===== config.mk =====
export PLATFORM = sky130hd
export DESIGN_NAME = vram_arbiter
export DESIGN_NICKNAME = d
export VERILOG_FILES = /design/src/rtl/vram_pkg.sv /design/src/rtl/vram_wrfifo.sv /design/src/rtl/vram_arbiter.sv
export SDC_FILE = /design/constraint.sdc
export NUM_CORES = 1
export LEC_CHECK = 0
export BUFFER_PORTS_ARGS = -buffer_cell sky130_fd_sc_hd__buf_2
export CAP_MARGIN = 20
export CORE_UTILIZATION = 50
export CTS_BUF_LIST = sky130_fd_sc_hd__clkbuf_4 sky130_fd_sc_hd__clkbuf_8 sky130_fd_sc_hd__clkbuf_16
export DETAILED_ROUTE_END_ITERATION = 10
export GPL_ROUTABILITY_DRIVEN = 0
export GPL_TIMING_DRIVEN = 0
export PLACE_DENSITY_LB_ADDON = 0.15
export SYNTH_ARGS = -nofsm -noshare
export SYNTH_HDL_FRONTEND = slang
export SYNTH_SLANG_ARGS = --single-unit

===== constraint.sdc =====
create_clock -name clk -period 5.9 [get_ports clk]
set_input_delay 1.77 -clock clk [delete_from_list [all_inputs] [get_ports clk]]
set_output_delay 1.77 -clock clk [all_outputs]
set_load 0.01 [all_outputs]

===== src/rtl/vram_pkg.sv =====
// Shared types and widths for the video RAM arbiter: bus widths, read FSM
// encoding and the posted-write FIFO entry layout.
package vram_pkg;

    localparam int VRAM_AW    = 14;
    localparam int VRAM_DW    = 16;
    localparam int VRAM_BW    = 2;
    localparam int WR_ENTRY_W = VRAM_AW + VRAM_BW + VRAM_DW;

    typedef enum logic {
        ST_IDLE     = 1'b0,
        ST_RD_ISSUE = 1'b1
    } state_t;

    typedef struct packed {
        logic [VRAM_AW-1:0] addr;
        logic [VRAM_BW-1:0] bytesel;
        logic [VRAM_DW-1:0] data;
    } wr_entry_t;

endpackage


===== src/rtl/vram_wrfifo.sv =====
// Posted CPU write buffer: synchronous FIFO, pointers one bit wider than the
// index so full and empty are distinguished without a counter.
module vram_wrfifo
    import vram_pkg::*;
#(
    parameter int DEPTH = 4
) (
    input  logic      clk,
    input  logic      reset,
    input  logic      push,
    input  wr_entry_t push_data,
    input  logic      pop,
    output wr_entry_t head,
    output logic      full,
    output logic      empty
);

    localparam int AW = $clog2(DEPTH);

    logic [WR_ENTRY_W-1:0] mem_q [DEPTH];
    logic [AW:0]           wr_ptr_q, wr_ptr_d;
    logic [AW:0]           rd_ptr_q, rd_ptr_d;

    always_comb begin
        wr_ptr_d = wr_ptr_q + {{AW{1'b0}}, push};
        rd_ptr_d = rd_ptr_q + {{AW{1'b0}}, pop};
        empty    = (wr_ptr_q == rd_ptr_q);
        full     = (wr_ptr_q[AW] != rd_ptr_q[AW]) &&
                   (wr_ptr_q[AW-1:0] == rd_ptr_q[AW-1:0]);
        head     = wr_entry_t'(mem_q[rd_ptr_q[AW-1:0]]);
    end

    // NOTE: sequential state uses non-blocking (<=) so every flop samples the
    // pre-edge values regardless of statement order.
    always_ff @(posedge clk) begin
        if (!reset) begin
            wr_ptr_q <= '0;
            rd_ptr_q <= '0;
        end else begin
            wr_ptr_q <= wr_ptr_d;
            rd_ptr_q <= rd_ptr_d;
        end
    end

    // NOTE: the storage array is deliberately not reset; the pointers alone
    // define which entries are valid, and leaving it unreset lets it map to RAM.
    always_ff @(posedge clk) begin
        if (push) begin
            mem_q[wr_ptr_q[AW-1:0]] <= push_data;
        end
    end

endmodule


===== src/rtl/vram_arbiter.sv =====
// Single-port VRAM arbiter: the line fetcher always wins, CPU writes are posted
// and drained in free cycles, CPU reads wait for an empty write buffer.
module vram_arbiter
    import vram_pkg::*;
#(
    parameter int WRFIFO_DEPTH = 4
) (
    input  logic               clk,
    input  logic               reset,
    input  logic               gfx_active,
    input  logic [VRAM_AW-1:0] gfx_addr,
    output logic [VRAM_DW-1:0] gfx_data,
    input  logic               cpu_req,
    input  logic               cpu_wren,
    input  logic [VRAM_AW-1:0] cpu_addr,
    input  logic [VRAM_BW-1:0] cpu_bytesel,
    input  logic [VRAM_DW-1:0] cpu_wrdata,
    output logic               cpu_ack,
    output logic [VRAM_DW-1:0] cpu_rddata,
    output logic [VRAM_AW-1:0] ram_addr,
    output logic [VRAM_DW-1:0] ram_wrdata,
    output logic [VRAM_BW-1:0] ram_bytesel,
    output logic               ram_wren,
    input  logic [VRAM_DW-1:0] ram_rddata
);

    state_t             state_q, state_d;
    logic               rd_ack_q, rd_ack_d;
    logic [VRAM_DW-1:0] cpu_rddata_q, cpu_rddata_d;

    logic      fifo_push, fifo_pop, fifo_full, fifo_empty, rd_issue;
    wr_entry_t push_entry, head_entry;

    vram_wrfifo #(
        .DEPTH(WRFIFO_DEPTH)
    ) u_wrfifo (
        .clk      (clk),
        .reset    (reset),
        .push     (fifo_push),
        .push_data(push_entry),
        .pop      (fifo_pop),
        .head     (head_entry),
        .full     (fifo_full),
        .empty    (fifo_empty)
    );

    // The ack cycle of a read still sees the same read held on the bus, so a
    // new read may only be issued once rd_ack_q has dropped.
    always_comb begin
        push_entry.addr    = cpu_addr;
        push_entry.bytesel = cpu_bytesel;
        push_entry.data    = cpu_wrdata;
        fifo_push = reset && cpu_req && cpu_wren && !fifo_full;
        fifo_pop  = reset && !gfx_active && !fifo_empty && (state_q == ST_IDLE);
        rd_issue  = reset && cpu_req && !cpu_wren && fifo_empty && !gfx_active &&
                    (state_q == ST_IDLE) && !rd_ack_q;
    end

    // NOTE: every signal driven here gets a default first, so no path leaves
    // a value held and no latch is inferred.
    always_comb begin
        ram_addr    = '0;
        ram_wrdata  = '0;
        ram_bytesel = '0;
        ram_wren    = 1'b0;
        if (gfx_active) begin
            ram_addr = gfx_addr;
        end else if (fifo_pop) begin
            ram_addr    = head_entry.addr;
            ram_wrdata  = head_entry.data;
            ram_bytesel = head_entry.bytesel;
            ram_wren    = 1'b1;
        end else if (rd_issue) begin
            ram_addr = cpu_addr;
        end
    end

    always_comb begin
        state_d      = state_q;
        rd_ack_d     = 1'b0;
        cpu_rddata_d = cpu_rddata_q;
        case (state_q)
            ST_IDLE: begin
                if (rd_issue) state_d = ST_RD_ISSUE;
            end
            ST_RD_ISSUE: begin
                state_d      = ST_IDLE;
                rd_ack_d     = 1'b1;
                cpu_rddata_d = ram_rddata;
            end
            default: state_d = ST_IDLE;
        endcase
    end

    always_ff @(posedge clk) begin
        if (!reset) begin
            state_q      <= ST_IDLE;
            rd_ack_q     <= 1'b0;
            cpu_rddata_q <= '0;
        end else begin
            state_q      <= state_d;
            rd_ack_q     <= rd_ack_d;
            cpu_rddata_q <= cpu_rddata_d;
        end
    end

    assign gfx_data   = ram_rddata;
    assign cpu_ack    = fifo_push || (reset && rd_ack_q);
    assign cpu_rddata = cpu_rddata_q;

endmodule


# ---- Word-level counts from Yosys, hierarchy flattened
# Memory sizes are Yosys's and may differ from the RTL's. A register that Yosys moved wholly into a read port is not among the register bits.
# Index checks and enable logic that the tools add are counted.
dict set report word_totals {
  regBits 24
  ram_bits 128
  in_bits 67
  out_inout_bits 66
  word_cells 46
  memories 1
}
# name words word_bits rd rd_clocked_by_memory_dff wr line
set memory_table {}
lappend memory_table {u_wrfifo.mem_q 4 32 1 1 1 vram_wrfifo.sv:20} ;# logic [WR_ENTRY_W-1:0] mem_q [DEPTH];
dict set report op_classes {
  add_sub_neg 2
  eq_ne 3
  mux 15
  n_bitwise 1
  reduce_logical 19
}
# operator n
set op_table {}
lappend op_table {{14-bit two-way mux} 3}
lappend op_table {{16-bit two-way mux} 2}
lappend op_table {{1-bit logical AND} 13}
lappend op_table {{3-bit by 1-bit adder with 3-bit output} 2}
lappend op_table {{1-bit two-way mux} 6}
lappend op_table {{2-bit two-way mux} 3}
lappend op_table {{1-bit logical NOT} 5}
lappend op_table {{3-bit == test} 1}
lappend op_table {{2-bit == test} 1}
lappend op_table {{1-bit one-hot mux with 2 select lines} 1}
lappend op_table {{1-bit logical OR} 1}
lappend op_table {{1-bit inequality test} 1}
lappend op_table {{1-bit NOT} 1}

# ---- Longest topological paths before layout
# Gate-level depths: netlist of run 1.
dict set report depth {
  word_depth 9
  depth_mapped 9
  mapped_depth_nobuf 7
}

# ---- By module
# Synthesis of run 1 repeated with hierarchy kept, for this count alone.
dict set report unflattened {
  cells_unflattened 326
  area_unflattened_um2 6187.2
}
# module n_inst cells_each area_each_um2 seq_area_each_um2
set modules_own_cells {}
lappend modules_own_cells {vram_wrfifo 1 196 4961.0 3963.8}
lappend modules_own_cells {vram_arbiter 1 130 1226.2 360.3}

# ---- Least setup slack after synthesis of run 1
# Ideal clock, no wire load.
dict set report synth_path {
  path_kind {input-to-reg}
  from {input port cpu_wren}
  to {memory u_wrfifo.mem_q[1][0] in the netlist's numbering, enable pin}
  setup_ns 0.468
  t_arrival_ns 4.470
  required_ns 5.432
  path_slack_ns 0.962
  cell_stages 3
  path_buffers 0
  cell_sequence {and3_1 > o31ai_1 > nor3b_1}
}
dict set report synth_via {
  elab_chain_len 4
}
# element line
set synth_lines {}
lappend synth_lines {{start, declared} vram_arbiter.sv:14} ;# input logic cpu_wren,
lappend synth_lines {{1-bit logical AND (2 in a row)} vram_arbiter.sv:53} ;# fifo_push = reset && cpu_req && cpu_wren && !fifo_full;
lappend synth_lines {{1-bit two-way mux} vram_wrfifo.sv:48} ;# if (push) begin
lappend synth_lines {{1-bit two-way mux (not written as such)} vram_wrfifo.sv:49} ;# mem_q[wr_ptr_q[AW-1:0]] <= push_data;
lappend synth_lines {{end, declared} vram_wrfifo.sv:20}
# Every way passes these cells.

# ---- Final worst setup path of run 1
dict set report layout_path {
  from {input port reset}
  to {output port ram_addr[13]}
}
dict set report layout_via {
  elab_chain_len 9
  word_cells_on_any_way 12
  classes_between {3 x mux; 9 x reduce/logical}
}
# element line
set layout_lines {}
lappend layout_lines {{start, declared} vram_arbiter.sv:9} ;# input logic reset,
lappend layout_lines {{1-bit logical AND (5 in a row)} vram_arbiter.sv:55} ;# rd_issue = reset && cpu_req && !cpu_wren && fifo_empty && !gfx_active &&
lappend layout_lines {{1-bit logical AND} vram_arbiter.sv:56} ;# (state_q == ST_IDLE) && !rd_ack_q;
lappend layout_lines {{14-bit two-way mux} vram_arbiter.sv:73} ;# end else if (rd_issue) begin
lappend layout_lines {{14-bit two-way mux *} vram_arbiter.sv:68} ;# end else if (fifo_pop) begin
lappend layout_lines {{14-bit two-way mux *} vram_arbiter.sv:66} ;# if (gfx_active) begin
lappend layout_lines {{end, declared} vram_arbiter.sv:20} ;# output logic [VRAM_AW-1:0] ram_addr,
# Mark *: on every way between the ends. The rest lies on a longest branch, timed or not.

==> flow_metrics.py, run 1 <==
metrics = {
    "placed_design": {
        "post-place-ws_ns": 0.9099,
        "place.port_buffers": 132,
        "hpwl_mm": 8.784,
    },
    "grt": {
        "grt-ovfl-total": 0,
        "antenna_found_initial": 1,
        "grt_max_degree": 19,
        "grt_pass1_vias": 3776,
        "use_met2_pct": 34.51,
        "top_usage_layer": "met2",
        "grt_pass1_wl_mm": 19.47,
        "grt_usage_pct": 20.42,
        "grtUsageMet3_pct": 4.606,
        "gr-usage-met1_pct": 25.77,
    },
    "power_and_ir_drop": {
        "power_density_nw_per_um2": 288.3,
        "p_total_w": 0.002274,
        "ir_drop_v": 0.0001540,
        "power_leakage_nw": 2.949,
    },
    "timing": {
        "period_share_pct": 84.69,
        "skew_ns": 0.007237,
        "fmax_ghz": 0.2001,
        "finalSetupViolCount": 0,
        "tightest_slew_ns": 0.9963,
        "relSlewSlack_pct": 33.22,
        "rsz0062_at_grt": "false",
        "slew_viol_final": 0,
        "tns_ns": 0,
        "fin_ws_ns": 0.9030,
        "finalCriticalPeriod_ns": 4.997,
        "report.final.hold_viol_count": 0,
    },
    "drt": {
        "drt_iter0_markers": 166,
        "post_drt_wl_per_cell_um": 17.96,
        "drt-total-wl_mm": 12.70,
        "ant_nets": 0,
        "vias_per_cell": 5.264,
        "route.detailed.drc": 0,
        "vias": 3722,
        "drt-pass1-iter-count": 4,
    },
    "status": {
        "status": "complete, no violations",
    },
    "worst_setup_path": {
        "arrival_ns": 3.23,
        "path_delay_family": "buffers and inverters",
        "crit_chain": "buf_2 > nor3b_2 > buf_2 > buf_2 > o311ai_0 > o211ai_1 > buf_2",
        "cp_max_fo": 10,
        "crit_path_frequent_cell": "buf_2",
        "cp_slowest_cell": "buf_2",
        "start_kind": "input port",
        "critPathBufInv": 4,
        "worstPathRequired_ns": 4.13,
        "endpoint_kind": "primary output",
        "critPathMaxStageDelay_ns": 0.28,
        "critPathKind": "input port to primary output",
    },
    "logic_synthesis": {
        "ys_seq_area_share_pct": 68.25,
        "synth_seq_cells": 152,
        "syn-num-nets": 436,
        "synth_ff_type": "edfxtp_1",
        "syn_area_sq_um": 6336,
        "synth_edf_count": 128,
        "postSynth.asyncResetShare_pct": 0,
        "synth_cells": 365,
        "synthDistinctLibCells": 30,
        "avgSynthCellArea_sq_um": 17.36,
        "yosys_warnings": 0,
    },
    "floorplanning": {
        "die_w_um": 114.6,
        "ios": 133,
        "die_area_sq_um": 13130,
        "core_region_area_sq_um": 12160,
        "die_h_um": 114.6,
        "start_util_pct": 52.10,
        "num_rows": 40,
    },
    "clock_tree": {
        "tritoncts": "built",
        "clockBufferDepth": 2,
        "cts_resized": 0,
        "clk_pin_slew_worst_paths_ns": 0.05,
        "htree_levels": 4,
        "root_buffer": "clkbuf_16",
        "postCtsHoldBufs": 0,
        "post_cts_buffers": 0,
        "clock_sinks": 152,
        "cts_buffers": 17,
        "insertion_delay_ns": 0.41,
    },
    "min_path": {
        "hp-class": "flip-flop to flip-flop",
    },
    "flow_run": {
        "maxCapViolations": 0,
    },
    "cells_and_area": {
        "areaGrowthSynthToFinish_pct": 24.45,
        "nets": 597,
        "layout_common_cells": "buf_2, edfxtp_1, nor2b_1",
        "final_common_cell": "buf_2",
        "nFillCells": 902,
        "drive_gt1_share_pct": 45.54,
    },
}
[worst min-delay path: stages (launching register included)]
cell and delay (ns):
dfxtp_1 0.32, mux2i_1 0.06, nor2b_1 0.09
[synthesized netlist by cell type, drive strengths merged (2+ instances only)]
cell type,n,share of area [%]
and2,7,0.69
buf,27,3.0
clkbuf,13,0.77
dfxtp,24,7.6
edfxtp,128,61
ha,4,0.79
inv,3,0.18
mux2i,16,2.5
mux4,32,11
nand2,16,0.95
nand3,14,1.1
nor2,2,0.12
nor2b,34,3.4
nor3b,4,0.63
o211ai,14,2.4
o311ai,14,1.9
o31ai,2,0.24
xor2,5,0.99
[cell type report]
cell class / instances / area, sq um / area share (%)
Tap cell: 168 / 210.2 / 2.666
Timing Repair Buffer: 142 / 797.0 / 10.11
Buffer: 40 / 241.5 / 3.063
Multi-Input combinational cell: 170 / 1782 / 22.60
Antenna cell: 1 / 2.502 / 0.03174
Inverter: 3 / 11.26 / 0.1428
Clock inverter: 13 / 83.83 / 1.063
Clock buffer: 18 / 432.9 / 5.490
Sequential cell: 152 / 4324 / 54.84
[routing by layer]
metal / vias up / share of wire (%)
met2: 81 / 53
met3: 17 / 3.7
li1: 1751 / -
met5: - / 0.079
met4: 2 / 1.4
met1: 1871 / 42
[flip-flops by register name (all words and copies together) (netlist names)]
register	count
u_wrfifo.rd_ptr_q	3
cpu_rddata	16
state_q	1
rd_ack_q	1
u_wrfifo.mem_q	128
u_wrfifo.wr_ptr_q	3
[metrics by stage]
stage	utilization, %	cell area, sq um	instances	hold WS, ns
5_1_grt	64.81	7883	706	0.5331
6_report	64.84	7885	707	0.5102
2_1_floorplan	-	6336	365	0.5384
3_5_place_dp	60.57	7366	675	0.5002
3_3_place_gp	59.26	7207	665	0.4947
4_1_cts	64.81	7883	706	0.5148
[cells by family after synthesis]
logic type	share of synthesized area (%)
DFF	68.25
adders and majority gates	0.7899
muxes	13.90
xor gates and xnor gates	1.126
buffers and inverters	3.989
and+or+nand+nor	7.129
AOI/OAI and AO/OA	4.818
[worst paths after layout]
| check | from | endpoint | slack, ns | cells after the start |
|---|---|---|---|---|
| setup / recovery | reset | ram_addr[13] | 0.90 | 7 |
| hold / removal | cpu_rddata[6] | cpu_rddata[6] | 0.51 | 2 |
| setup reg to reg | u_wrfifo.rd_ptr_q[1] | u_wrfifo.mem_q[0][26] | 2.83 | 6 |
| hold reg to reg | cpu_rddata[6] | cpu_rddata[6] | 0.51 | 2 |
[where the power goes]
| group | leakage (nW) | total, W | switching (W) | internal (W) |
|---|---|---|---|---|
| logic | 1.35 | 0.000152 | 0.0000802 | 0.0000721 |
| clock network | 0.248 | 0.000940 | 0.000406 | 0.000534 |
| registers | 1.35 | 0.00118 | 0.00000443 | 0.00118 |
| total | 2.95 | 0.00227 | 0.000491 | 0.00178 |
No activity file was read; power rests on OpenSTA's default activity.
==> run 2, diff against run 1 <==
--- a/config.mk
+++ b/config.mk
@@ -7,7 +7,7 @@
 export LEC_CHECK = 0
 export BUFFER_PORTS_ARGS = -buffer_cell sky130_fd_sc_hd__buf_2
 export CAP_MARGIN = 20
-export CORE_UTILIZATION = 50
+export CORE_UTILIZATION = 49
 export CTS_BUF_LIST = sky130_fd_sc_hd__clkbuf_4 sky130_fd_sc_hd__clkbuf_8 sky130_fd_sc_hd__clkbuf_16
 export DETAILED_ROUTE_END_ITERATION = 10
 export GPL_ROUTABILITY_DRIVEN = 0
==> constraint.sdc (replaced) <==
create_clock -name clk -period 4.18 [get_ports clk]
set_input_delay 1.254 -clock clk [delete_from_list [all_inputs] [get_ports clk]]
set_output_delay 1.254 -clock clk [all_outputs]
set_load 0.01 [all_outputs]
==> flow_metrics.py, run 2 (synthesis gave the netlist of run 1 again) <==
metrics = {
    "cells_and_area": {
        "final_common_cell": "buf_2",
        "final_area_sq_um": 8033,
        "nets": 595,
        "layout_common_cells": "buf_2, edfxtp_1, nor2b_1",
        "areaGrowthSynthToFinish_pct": 26.78,
        "largest_register_ffs": 128,
        "antenna_cells": 0,
        "drive_gt1_share_pct": 45.81,
    },
    "drt": {
        "ant_nets": 0,
        "vias": 3769,
        "drt-total-wl_mm": 12.87,
        "vias_per_cell": 5.316,
        "drt_iter0_markers": 135,
        "post_drt_wl_per_cell_um": 18.15,
        "drt-pass1-iter-count": 4,
        "route.detailed.drc": 0,
    },
    "grt": {
        "grt-ovfl-total": 0,
        "grtUsageMet3_pct": 5.701,
        "grt_pass1_wl_mm": 19.68,
        "antenna_found_initial": 0,
        "top_usage_layer": "met2",
        "grt_max_degree": 18,
        "grt_pass1_vias": 3748,
        "gr-usage-met1_pct": 24.14,
        "use_met2_pct": 36.21,
        "grt_usage_pct": 20.73,
    },
    "power_and_ir_drop": {
        "power_density_nw_per_um2": 432.3,
        "power.net_switching_w": 0.0006993,
        "ir_drop_v": 0.0003051,
        "p_sw_share_pct": 20.14,
        "pwr-share-seq_pct": 48.0,
        "clock_power_share_pct": 45.7,
        "power_leakage_nw": 3.004,
        "p_int_w": 0.002774,
        "combPwrFrac_pct": 6.3,
    },
    "worst_setup_path": {
        "critPathMaxStageDelay_ns": 0.27,
        "cp_slowest_cell": "buf_2",
        "crit_path_frequent_cell": "buf_2",
        "cp_max_fo": 10,
        "arrival_ns": 2.74,
        "worstPathRequired_ns": 2.93,
        "start_kind": "input port",
        "crit_chain": "buf_2 > nor3b_2 > buf_2 > buf_2 > o311ai_0 > o211ai_1 > buf_2",
        "critPathKind": "input port to primary output",
        "endpoint_kind": "primary output",
    },
    "clock_tree": {
        "clk_pin_slew_worst_paths_ns": 0.06,
        "cts_resized": 0,
        "root_buffer": "clkbuf_16",
        "clock_sinks": 152,
        "cts_buffers": 17,
        "post_cts_buffers": 0,
        "insertion_delay_ns": 0.42,
        "tritoncts": "built",
        "htree_levels": 4,
        "postCtsHoldBufs": 0,
        "clockBufferDepth": 2,
    },
    "timing": {
        "fmax_ghz": 0.2506,
        "tightest_slew_ns": 0.7263,
        "skew_ns": 0.008008,
        "slew_viol_final": 0,
        "tns_ns": 0,
        "report.final.hold_viol_count": 0,
        "fin_hold_ws_ns": 0.5170,
        "finalCriticalPeriod_ns": 3.990,
        "finalSetupViolCount": 0,
        "relSlewSlack_pct": 51.58,
        "period_share_pct": 95.45,
        "rsz0062_at_grt": "false",
    },
    "floorplanning": {
        "ios": 133,
        "start_util_pct": 50.21,
        "die_area_sq_um": 13390,
        "core_region_area_sq_um": 12620,
        "die_w_um": 115.7,
        "num_rows": 41,
        "die_h_um": 115.7,
    },
    "status": {
        "status": "complete, no violations",
    },
    "flow_run": {
        "maxCapViolations": 0,
    },
    "placed_design": {
        "hpwl_mm": 8.832,
        "dpl_cell_area_sq_um": 7416,
        "place.port_buffers": 132,
    },
    "min_path": {
        "hp-class": "flip-flop to flip-flop",
    },
}
run 2: worst max-delay path: cells and delay by family:
kind / cells / cell delay [ns]
buffers and inverters: 4 / 0.86
AOI/OAI and AO/OA: 2 / 0.37
and+or+nand+nor: 1 / 0.26
run 2: power by group through the flow:
stage,Sequential (W),Clock [W],Combinational [W]
global placement,0.00170,0,0.000207
global route,0.00167,0.00167,0.000240
CTS,0.00167,0.00161,0.000223
detailed placement,0.00170,0,0.000222
finish,0.00167,0.00159,0.000220
floorplan,0.00170,0,0.000115
run 2: area by class of cell:
cell class / instances / area [sq um]
Multi-Input combinational cell: 170 / 1800
Clock inverter: 13 / 176.4
Timing Repair Buffer: 140 / 823.3
Inverter: 3 / 11.26
Sequential cell: 152 / 4324
Tap cell: 172 / 215.2
Fill cell: 962 / 4587
Clock buffer: 19 / 440.4
Buffer: 40 / 241.5
run 2: routing by layer:
| metal | share of wire, % | wire [um] |
|---|---|---|
| met5 | 0 | 0 |
| met4 | 1.9 | 248 |
| met3 | 5.6 | 720 |
| met2 | 53 | 6785 |
| met1 | 40 | 5112 |
run 2: path summary, 6_finish.rpt:
check                                     startpoint                   end  slack (ns)  depth (start not counted)
worst max-delay path                           reset           ram_addr[0]        0.19                          7
worst min-delay path                   cpu_rddata[6]         cpu_rddata[6]        0.52                          2
worst max register to register  u_wrfifo.wr_ptr_q[1]  u_wrfifo.mem_q[1][0]        1.59                          6
worst min register to register         cpu_rddata[6]         cpu_rddata[6]        0.52                          2
run 2: stage by stage:
stage | instances | utilization (%) | setup slack (ns) | total power, W
2_1_floorplan | 365 | - | 0.7732 | 0.001816
3_3_place_gp | 669 | 57.27 | -0.5623 | 0.001906
6_report | 709 | 63.65 | 0.1901 | 0.003473
3_5_place_dp | 677 | 58.76 | 0.1877 | 0.001921
4_1_cts | 709 | 63.65 | 0.1694 | 0.003500
5_1_grt | 709 | 63.65 | 0.06801 | 0.003584
